### config.mk
export PLATFORM = sky130hd
export DESIGN_NAME = mc_control
export DESIGN_NICKNAME = d
export VERILOG_FILES = /design/src/rtl/mips_pkg.sv /design/src/rtl/mc_out_decode.sv /design/src/rtl/mc_control.sv
export SDC_FILE = /design/constraint.sdc
export NUM_CORES = 1
export LEC_CHECK = 0
export CORE_MARGIN = 2
export CORE_UTILIZATION = 30
export CTS_CLUSTER_SIZE = 25
export DETAILED_ROUTE_END_ITERATION = 8
export PLACE_DENSITY = 0.71
export SLEW_MARGIN = 10
export SYNTH_ARGS = -nofsm -noshare
export SYNTH_HDL_FRONTEND = slang
export SYNTH_SLANG_ARGS = --single-unit
### constraint.sdc
create_clock -name clk -period 4.3 [get_ports clk]
set_clock_uncertainty 0.05 [all_clocks]
set_input_delay 0.86 -clock clk [delete_from_list [all_inputs] [get_ports clk]]
set_output_delay 0.86 -clock clk [all_outputs]
set_load 0.05 [all_outputs]
### src/rtl/mips_pkg.sv
// mips_pkg: opcodes, FSM state codes and datapath selector codes shared by MIPS control blocks
package mips_pkg;
  localparam logic [5:0] OP_R = 6'b000000;
  localparam logic [5:0] OP_LW = 6'b100011;
  localparam logic [5:0] OP_SW = 6'b101011;
  localparam logic [5:0] OP_BEQ = 6'b000100;
  localparam logic [5:0] OP_J = 6'b000010;
  typedef enum logic [3:0] {
    S_IDLE = 4'd0, S_FETCH = 4'd1, S_DECODE = 4'd2, S_MEMADR = 4'd3,
    S_MEMRD = 4'd4, S_MEMWB = 4'd5, S_MEMWR = 4'd6, S_EXEC = 4'd7,
    S_ALUWB = 4'd8, S_BRANCH = 4'd9, S_JUMP = 4'd10
  } state_t;
  localparam logic [1:0] ALU_ADD = 2'b00;
  localparam logic [1:0] ALU_SUB = 2'b01;
  localparam logic [1:0] ALU_FUNCT = 2'b10;
  localparam logic [1:0] SRCB_B = 2'b00;
  localparam logic [1:0] SRCB_4 = 2'b01;
  localparam logic [1:0] SRCB_IMM = 2'b10;
  localparam logic [1:0] SRCB_IMM2 = 2'b11;
  localparam logic [1:0] PC_ALU = 2'b00;
  localparam logic [1:0] PC_ALUOUT = 2'b01;
  localparam logic [1:0] PC_JUMP = 2'b10;
  typedef struct packed {
    logic pc_write;
    logic pc_write_cond;
    logic i_or_d;
    logic mem_read;
    logic mem_write;
    logic ir_write;
    logic mem_to_reg;
    logic reg_dst;
    logic reg_write;
    logic alu_src_a;
    logic [1:0] alu_src_b;
    logic [1:0] alu_op;
    logic [1:0] pc_source;
  } ctrl_t;
endpackage

### src/rtl/mc_out_decode.sv
// mc_out_decode: state (plus mem_ready in FETCH) to datapath control word
module mc_out_decode
  import mips_pkg::*;
(
  input  state_t state,
  input  logic   mem_ready,
  output ctrl_t  ctrl
);
  always_comb begin
    ctrl = '0;
    case (state)
      S_FETCH: begin
        ctrl.mem_read = 1'b1;
        ctrl.alu_src_b = SRCB_4;
        ctrl.ir_write = mem_ready;
        ctrl.pc_write = mem_ready;
      end
      S_DECODE: ctrl.alu_src_b = SRCB_IMM2;
      S_MEMADR: begin
        ctrl.alu_src_a = 1'b1;
        ctrl.alu_src_b = SRCB_IMM;
      end
      S_MEMRD: begin
        ctrl.mem_read = 1'b1;
        ctrl.i_or_d = 1'b1;
      end
      S_MEMWB: begin
        ctrl.reg_write = 1'b1;
        ctrl.mem_to_reg = 1'b1;
      end
      S_MEMWR: begin
        ctrl.mem_write = 1'b1;
        ctrl.i_or_d = 1'b1;
      end
      S_EXEC: begin
        ctrl.alu_src_a = 1'b1;
        ctrl.alu_op = ALU_FUNCT;
      end
      S_ALUWB: begin
        ctrl.reg_write = 1'b1;
        ctrl.reg_dst = 1'b1;
      end
      S_BRANCH: begin
        ctrl.alu_src_a = 1'b1;
        ctrl.alu_op = ALU_SUB;
        ctrl.pc_write_cond = 1'b1;
        ctrl.pc_source = PC_ALUOUT;
      end
      S_JUMP: begin
        ctrl.pc_write = 1'b1;
        ctrl.pc_source = PC_JUMP;
      end
      default: ctrl = '0;
    endcase
  end
endmodule

### src/rtl/mc_control.sv
// mc_control: multi-cycle MIPS main controller FSM with memory-ready stalls
module mc_control
  import mips_pkg::*;
#(
  parameter int OPW = 6
) (
  input  logic           clk,
  input  logic           reset,
  input  logic [OPW-1:0] opcode,
  input  logic           mem_ready,
  output logic           PCWrite,
  output logic           PCWriteCond,
  output logic           IorD,
  output logic           MemRead,
  output logic           MemWrite,
  output logic           IRWrite,
  output logic           MemtoReg,
  output logic           RegDst,
  output logic           RegWrite,
  output logic           ALUSrcA,
  output logic [1:0]     ALUSrcB,
  output logic [1:0]     ALUOp,
  output logic [1:0]     PCSource,
  output logic           illegal_op,
  output logic [3:0]     state_o
);
  state_t state;
  ctrl_t ctrl;
  logic is_r, is_lw, is_sw, is_beq, is_j;
  assign is_r = opcode == OPW'(OP_R);
  assign is_lw = opcode == OPW'(OP_LW);
  assign is_sw = opcode == OPW'(OP_SW);
  assign is_beq = opcode == OPW'(OP_BEQ);
  assign is_j = opcode == OPW'(OP_J);
  assign illegal_op = state == S_DECODE && !(is_r || is_lw || is_sw || is_beq || is_j);
  assign state_o = state;
  always_ff @(posedge clk or posedge reset)
    if (reset) state <= S_IDLE;
    else
      case (state)
        S_IDLE: state <= S_FETCH;
        S_FETCH: state <= mem_ready ? S_DECODE : S_FETCH;
        S_DECODE: state <= is_r ? S_EXEC : (is_lw || is_sw) ? S_MEMADR :
                           is_beq ? S_BRANCH : is_j ? S_JUMP : S_FETCH;
        S_MEMADR: state <= is_sw ? S_MEMWR : S_MEMRD;
        S_MEMRD: state <= mem_ready ? S_MEMWB : S_MEMRD;
        S_MEMWR: state <= mem_ready ? S_FETCH : S_MEMWR;
        S_EXEC: state <= S_ALUWB;
        default: state <= S_FETCH;
      endcase
  mc_out_decode u_dec (
    .state(state),
    .mem_ready(mem_ready),
    .ctrl(ctrl)
  );
  assign {PCWrite, PCWriteCond, IorD, MemRead, MemWrite, IRWrite, MemtoReg, RegDst,
          RegWrite, ALUSrcA, ALUSrcB, ALUOp, PCSource} = ctrl;
endmodule

Word-level counts from Yosys, hierarchy flattened
Index checks and enable logic that the tools add are counted.
Widths: inputs -> output; s select.

storage, ports and cells
  flip-flop bits (word level) = 4
  input bits = 9

cells by class
  equal/unequal tests = 14
  muxes and demuxes = 22
  reductions and logical operators = 12

operators by type and width
  cell                count
  $pmux 4 s6          1
  $eq 4x3->1 const B  4
  $mux 4              4
  $eq 4x4->1 const B  3
  $eq 6x6->1 const B  2
  $mux 1              10
  $eq 4x2->1 const B  2
  $pmux 2 s2          2
  $eq 6x2->1 const B  1
  $eq 6x3->1 const B  1
  $logic_not 6->1     1
  $pmux 2 s3          1
  $reduce_or 2->1     3
  $logic_or 1x1->1    5
  $eq 4x1->1 const B  1
  $mux 2              2
  $mux 3              1
  $reduce_or 3->1     1
  $pmux 1 s2          1
  $logic_and 1x1->1   1
  $logic_not 1->1     1

Longest topological paths before layout
Gate-level depths: netlist of run 1.

  depth after elaboration = 7
  mapped depth = 4
  gate-level depth less buffers = 3

By module
From an unflattened synthesis of run 1, not the netlist that was laid out.

second synthesis, totals
  cells, all modules = 68
  area, all modules = 553.0 um2

modules (own cells, without submodules)
  module         instances  cells each  area each (um2)
  mc_control     1          36          340.3
  mc_out_decode  1          32          212.7

Least setup slack after synthesis of run 1
No wires, ideal clock.

  path kind = flip-flop to output port
  start = register state[1], in the netlist state_o[1]
  end = output port PCWrite
  arrival = 2399 ps
  required time = 3390 ps
  path slack = 991 ps
  cell stages (with the launch flop) = 4
  path buffers = 0
  cell sequence = dfrtp_1 > nand2b_2 > nor4b_2 > or2_1

between the ends
  longest elaborated chain between the ends = 2

RTL lines
  element                                          RTL line             source
  start: declaration                               mc_control.sv:27     state_t state;
  start signal: assignment                         mc_control.sv:42     S_FETCH: state <= mem_ready ? S_DECODE : S_FETCH;
  start signal: assignment                         mc_control.sv:43     S_DECODE: state <= is_r ? S_EXEC : (is_lw || is_sw) ? S_MEMADR :
  start signal: assignment                         mc_control.sv:45     S_MEMADR: state <= is_sw ? S_MEMWR : S_MEMRD;
  $eq 4x4->1 / $eq 4x1->1 (equally long branches)  mc_out_decode.sv:11  case (state)
  $pmux 1 s2 (*)                                   mc_out_decode.sv:11
  end: declaration                                 mc_control.sv:11     output logic PCWrite,

Every way passes the cells marked *; elsewhere a longest branch is shown, timed or not.

Worst setup path in the final report of run 1
  start = input port opcode[5]
  end = output port illegal_op

between the ends
  longest elaborated chain between the ends = 7

RTL lines
  element                                               RTL line                            source
  start: declaration                                    mc_control.sv:9                     input logic [OPW-1:0] opcode,
  $eq 6x6->1 / $logic_not 6->1 (equally long branches)  mc_control.sv:31, mc_control.sv:30
  $logic_or 1x1->1 (3 in series)                        mc_control.sv:35                    assign illegal_op = state == S_DECODE && !(is_r || is_lw || is_sw || is_beq || is_j);
  $logic_or 1x1->1 (*)                                  mc_control.sv:35
  $logic_not 1->1 (*)                                   mc_control.sv:35
  $logic_and 1x1->1 (*)                                 mc_control.sv:35
  end: declaration                                      mc_control.sv:24                    output logic illegal_op,

Marks and branches as above.

==> key figures, run 1 <==
Drt
  – Routed WL: 1280 um
  – Initial DRT Pass Iterations: 3
  – DRC Markers: 0
  – DR vias: 548
  – WL per Instance: 12.0 um
  – Routed vias/inst: 5.17
  – ANT nets after route: 0
  – Iteration-0 DRC Markers: 5

Worst setup path
  – CP startpoint: opcode[5]
  – CP Cell Sequence: clkdlybuf4s50_1, nor3_1, a2bb2oi_1, o21a_1, clkdlybuf4s50_1
  – Crit end category: primary output
  – Reg-to-Reg End: state_o[1]
  – CP top delay family: buffers and inverters
  – CP startpoint kind: input port
  – Setup CP Type: in2out
  – Critical Path Max Stage Delay: 0.69 ns
  – Crit-path most repeated cell: clkdlybuf4s50_1
  – Crit path arrival time: 2.72 ns
  – Worst r2r src: state_o[0]
  – Critical path depth: 5
  – Req. time, crit path: 3.39 ns
  – R2R depth: 3
  – Flop-to-flop setup slack: 2.77 ns
  – CP max-delay cell: clkdlybuf4s50_1
  – Crit path capture: illegal_op
  – Buffers & Inverters on Critical Path: 2
  – CP Max Fanout: 5

Flow run
  – Max-Cap Viols: 0

Floorplan
  – Floorplan core area: 1560 um2
  – Row Count: 14
  – Die W: 45.4 um
  – Initial Util: 0.329
  – I/O pins: 30
  – Die Ht: 45.4 um
  – Die ar.: 2060 um2

Final layout
  – Share of cells above drive strength 1: 0.100
  – Largest register FFs: 4
  – Final layout net count: 101
  – Area growth, synth to finish: 56.1%
  – Post-route cell area: 801 um2
  – Antenna diode count: 0
  – Fillcell total: 157

Synth
  – Synth area leader: dfrtp_1
  – Register area share after synthesis: 0.195
  – Synth unique cells: 31
  – Post-synth top area share: 0.195
  – Seq cells post-synth: 4
  – Gate Count Post-Synth: 63
  – Syn Nets: 72
  – Synthesis Warnings: 0
  – Avg Inst Size Synth: 8.14 um2
  – Synthesized area: 513 um2
  – Largest cells by area after synthesis: dfrtp_1 (20%), nor2_1 (6.6%), nor4b_2 (5.9%)

Placement
  – GPL Wtd Cong: 0.800
  – Placed Area: 778 um2
  – DP Wirelength: 957 um
  – IO Port Bufs: 29

Clock network
  – Cts hold-fix bufs: 0
  – Clock-pin slew on the worst setup and hold paths: 0.04 ns
  – Setup Buffers After CTS: 0
  – Clock Latency Late Sink: 0.24 ns
  – Post-CTS resize count: 0
  – CTS tree: yes
  – Root buf cell: clkbuf_4
  – Clock buffer count from CTS: 3
  – CTS max path bufs: 2
  – H-tree depth: 1
  – Sink Count: 4

Pwr
  – Leakage power: 0.281 nW
  – Worst IR Drop VDD: 372 uV
  – PD cells: 836 nW/um2
  – Tot Pwr: 0.670 mW

Timing
  – Worst-margin pin slew: 0.566 ns
  – Setup-failing EPs final: 0
  – Max Clk Rate: 275 MHz
  – RSZ-0062 raised after global routing: false
  – Fin crit share: 0.845
  – Tmin final: 3.63 ns
  – Final hold viol count: 0
  – Slew margin rel.: 0.623
  – Setup_tns: 0 ns
  – Final Max Tran Viols: 0

Status
  – Run status: finished clean

Min path
  – Hold Path Class: reg2reg

Global route
  – Grt total ovfl: 0
  – Initial antenna violation count: 0
  – Gr usage total: 0.138
  – Vias in the first global route: 490
  – First-pass GRT wire length: 2100 um
  – Largest net degree at the start of global routing: 18
-- how the worst min path moves through the flow --
stage | from | slack (ns) | to | cells past startpoint
floorplan | reset | 0.58 | state_o[0] | 1
detailed placement | state_o[3] | 0.68 | state_o[2] | 1
CTS | state_o[3] | 0.69 | state_o[2] | 1
global placement | state_o[3] | 0.67 | state_o[2] | 1
global route | state_o[3] | 0.74 | state_o[2] | 1
finish | state_o[3] | 0.69 | state_o[2] | 1
-- synth_stat cells --
master,count
a21oi_1,3
or3b_1,2
a211oi_1,1
nand2b_1,3
nor2b_1,2
or2b_1,1
inv_1,1
a21o_1,1
mux2_2,1
xor2_1,1
nand4bb_1,2
a2bb2oi_1,1
buf_6,2
nand3_1,3
or2_1,1
a311o_1,1
xnor2_1,1
nand2_1,3
dfrtp_1,4
nand2b_2,1
nor2_2,1
a31o_1,1
buf_4,3
nor2_1,9
o21a_1,2
and2_1,1
o21ai_0,2
nor4b_2,2
nand3b_1,1
nor4b_4,1
nor3_1,5
-- layout by cell type (no fill, tap or decap), drive strengths merged, types with 3 or more instances in the layout --
cell,netlist,routed
nor2,10,10
nand3,3,3
a21oi,3,3
nor4b,3,3
nor3,5,5
dfrtp,4,4
clkbuf,0,3
clkdlybuf4s50,0,29
nand2,3,3
nand2b,4,4
-- layout make-up --
class / count / area (um2) / share of cell area
Sequential cell: 4 / 100 / 0.125
Multi-Input combinational cell: 53 / 364 / 0.455
Timing Repair Buffer: 29 / 290 / 0.362
Clock buffer: 3 / 22.5 / 0.0281
Inverter: 1 / 3.75 / 0.00469
Tap cell: 16 / 20.0 / 0.0250
-- where the power goes --
group,total (mW),internal [mW],switching (mW)
clock,0.0469,0.0312,0.0156
combinational,0.509,0.189,0.320
sequential,0.114,0.0513,0.0627
-- metal layers --
| metal | vias to the layer above | track usage | part of all wire |
|---|---|---|---|
| li1 | 284 | - | - |
| met1 | 242 | 0.173 | 0.46 |
| met2 | 22 | 0.223 | 0.46 |
| met3 | 0 | 0.0200 | 0.071 |
| met4 | 0 | 0.0824 | 0 |
| met5 | - | 0 | 0 |
-- per-stage QoR --
step / cells / hold slack (ns) / worst slack (ns) / utilization
floorplan: 63 / 0.576 / 0.991 / -
global placement: 103 / 0.673 / 0.703 / 0.499
detailed placement: 103 / 0.684 / 0.675 / 0.499
CTS: 106 / 0.686 / 0.670 / 0.514
global route: 106 / 0.745 / 0.521 / 0.514
finish: 106 / 0.691 / 0.668 / 0.514
-- cell families after synthesis --
group                  Yosys count  synth area share
AND/OR/NAND/NOR                 38             0.493
AO/OA/AOI/OAI                   12             0.161
buffers and inverters            6            0.0951
flip-flops                       4             0.195
XOR/XNOR                         2            0.0342
multiplexers                     1            0.0219
No activity file was read; power rests on OpenSTA's default activity.
==> inputs of run 2 (changes only) <==
clock period = 3.35 ns   (was 4.3 ns; I/O delays follow)
==> run 2 against run 1 <==
Effect of this change:
- final cell count did not move
- hold slack got worse by 0.13 ns
- die area did not move
- critical path type unchanged
- highest routed layer unchanged
==> key figures, run 2 (same netlist as run 1, synthesis figures left out) <==
Floorplan
  – Floorplan core area: 1560 um2 (unchanged)
  – Row Count: 14 (unchanged)
  – Die W: 45.4 um (unchanged)
  – I/O pins: 30 (unchanged)
  – Die Ht: 45.4 um (unchanged)
  – Initial Util: 0.329 (unchanged)
  – Die ar.: 2060 um2 (unchanged)

Clock network
  – Setup Buffers After CTS: 0 (unchanged)
  – Clock Latency Late Sink: 0.23 ns (was 0.24 ns)
  – CTS max path bufs: 2 (unchanged)
  – Cts hold-fix bufs: 0 (unchanged)
  – Clock-pin slew on the worst setup and hold paths: 0.04 ns (about the same)
  – Clock buffer count from CTS: 3 (unchanged)
  – Root buf cell: clkbuf_4 (unchanged)
  – H-tree depth: 1 (unchanged)
  – Post-CTS resize count: 0 (unchanged)
  – Sink Count: 4 (unchanged)
  – CTS tree: yes (unchanged)

Placement
  – IO Port Bufs: 29 (unchanged)
  – GPL Wtd Cong: 0.749 (was 0.800)
  – DP Wirelength: 947 um (was 957 um)

Drt
  – DR vias: 559 (was 548)
  – Top Metal Used: met3 (unchanged)
  – DRC Markers: 0 (unchanged)
  – ANT nets after route: 0 (unchanged)
  – Iteration-0 DRC Markers: 3 (was 5)
  – Met3 wire len: 71 um (was 91 um)
  – Routed WL: 1240 um (was 1280 um)
  – Met2 wire len: 591 um (was 592 um)
  – Met1 WL: 580 um (was 592 um)
  – Routed vias/inst: 5.27 (was 5.17)
  – WL per Instance: 11.7 um (was 12.0 um)
  – Initial DRT Pass Iterations: 4 (was 3)

Min path
  – Hold Path Class: in2async (was reg2reg)

Timing
  – Final hold viol count: 0 (unchanged)
  – Tmin final: 3.04 ns
  – RSZ-0062 raised after global routing: false (unchanged)
  – Setup-failing EPs final: 0 (unchanged)
  – Setup_tns: 0 ns (unchanged)
  – Final Max Tran Viols: 0 (unchanged)
  – Max Clk Rate: 329 MHz
  – Worst-margin pin slew: 0.566 ns (about the same)
  – Fin crit share: 0.908
  – Slew margin rel.: 0.623 (about the same)

Worst setup path
  – Setup CP Type: in2out (unchanged)
  – Req. time, crit path: 2.63 ns (was 3.39 ns)
  – Crit end category: primary output (unchanged)
  – CP startpoint kind: input port (unchanged)
  – Crit path arrival time: 2.32 ns (was 2.72 ns)
  – CP Max Fanout: 6 (was 5)

Final layout
  – Final layout net count: 101 (unchanged)
  – Largest register FFs: 4 (unchanged)
  – Area growth, synth to finish: 55.1% (was 56.1%)
  – Commonest non-fill, non-tap cell in the layout: clkdlybuf4s50_1 (unchanged)
  – Share of cells above drive strength 1: 0.122 (was 0.100)
  – Antenna diode count: 0 (unchanged)
  – Most used cells in the layout excluding fill and tap cells: clkdlybuf4s50_1 (27), nor2_1 (9), nor3_1 (5) (was clkdlybuf4s50_1 (29), nor2_1 (9), nor3_1 (5))

Global route
  – Gr usage total: 0.140 (was 0.138)
  – Largest net degree at the start of global routing: 18 (unchanged)
  – Grt total ovfl: 0 (unchanged)
  – First-pass GRT wire length: 2140 um (was 2100 um)
  – Initial antenna violation count: 0 (unchanged)
  – Vias in the first global route: 519 (was 490)

Status
  – Run status: finished clean (unchanged)

Pwr
  – Tot Pwr: 0.854 mW (was 0.670 mW)
  – Leakage power: 0.285 nW (was 0.281 nW)
  – Worst IR Drop VDD: 561 uV (was 372 uV)
  – PD cells: 1070 nW/um2 (was 836 nW/um2)

Flow run
  – Max-Cap Viols: 0 (unchanged)
-- run 2: cell types whose count changed in the layout (fill, tap and decap cells not counted) --
cell | previous run | this run
buf_4 | 0 | 2
clkdlybuf4s50_1 | 29 | 27
-- run 2: final timing paths --
kind                                  from         end  slack, ns  depth (start not counted)
worst max-delay path             mem_ready     IRWrite       0.31                          3
worst min-delay path                 reset  state_o[0]       0.56                          2
worst max register to register  state_o[0]  state_o[1]       1.81                          3
worst min register to register  state_o[3]  state_o[2]       0.69                          1
max in group asynchronous            reset  state_o[2]       2.54                          2
min in group clk                state_o[3]  state_o[2]       0.69                          1
-- run 2: metal layers --
| metal | GRT usage | vias up |
|---|---|---|
| met5 | 0 | - |
| met4 | 0.0529 | 0 |
| met3 | 0.0240 | 0 |
| met1 | 0.168 | 256 |
| met2 | 0.246 | 22 |
| li1 | - | 281 |
-- run 2: worst max-delay path, stage by stage --
cell	delay [ns]
clkdlybuf4s50_1	0.56
nor4b_2	0.25
clkdlybuf4s50_1	0.85
-- run 2: power by group --
part / total (mW) / leakage, nW / switching [mW] / internal [mW]
Clock: 0.0589 / 0.0138 / 0.0189 / 0.0400
Combinational: 0.649 / 0.220 / 0.410 / 0.240
Sequential: 0.146 / 0.0511 / 0.0803 / 0.0659
-- run 2: cell type report --
class                           count  area (um2)
Clock buffer                        3        22.5
Fill cell                         158         763
Sequential cell                     4         100
Timing Repair Buffer               29         285
Inverter                            1        3.75
Tap cell                           16        20.0
Multi-Input combinational cell     53         364
-- run 2: stage by stage --
stage	cell area [um2]	setup slack [ns]	util	std cells	hold WS, ns
after floorplan	513	0.231	-	63	0.386
after global placement	773	0.348	0.496	103	0.691
after detailed placement	773	0.310	0.496	103	0.686
after CTS	796	0.303	0.510	106	0.562
after global routing	796	0.212	0.510	106	0.584
final	796	0.307	0.510	106	0.565
==> inputs of run 3 (changes only) <==
CTS_BUF_LIST = sky130_fd_sc_hd__clkbuf_4 sky130_fd_sc_hd__clkbuf_8 sky130_fd_sc_hd__clkbuf_16   (was default)
==> results of run 3 <==
No change in the layout: final DEF, timing and power equal those of run 2.
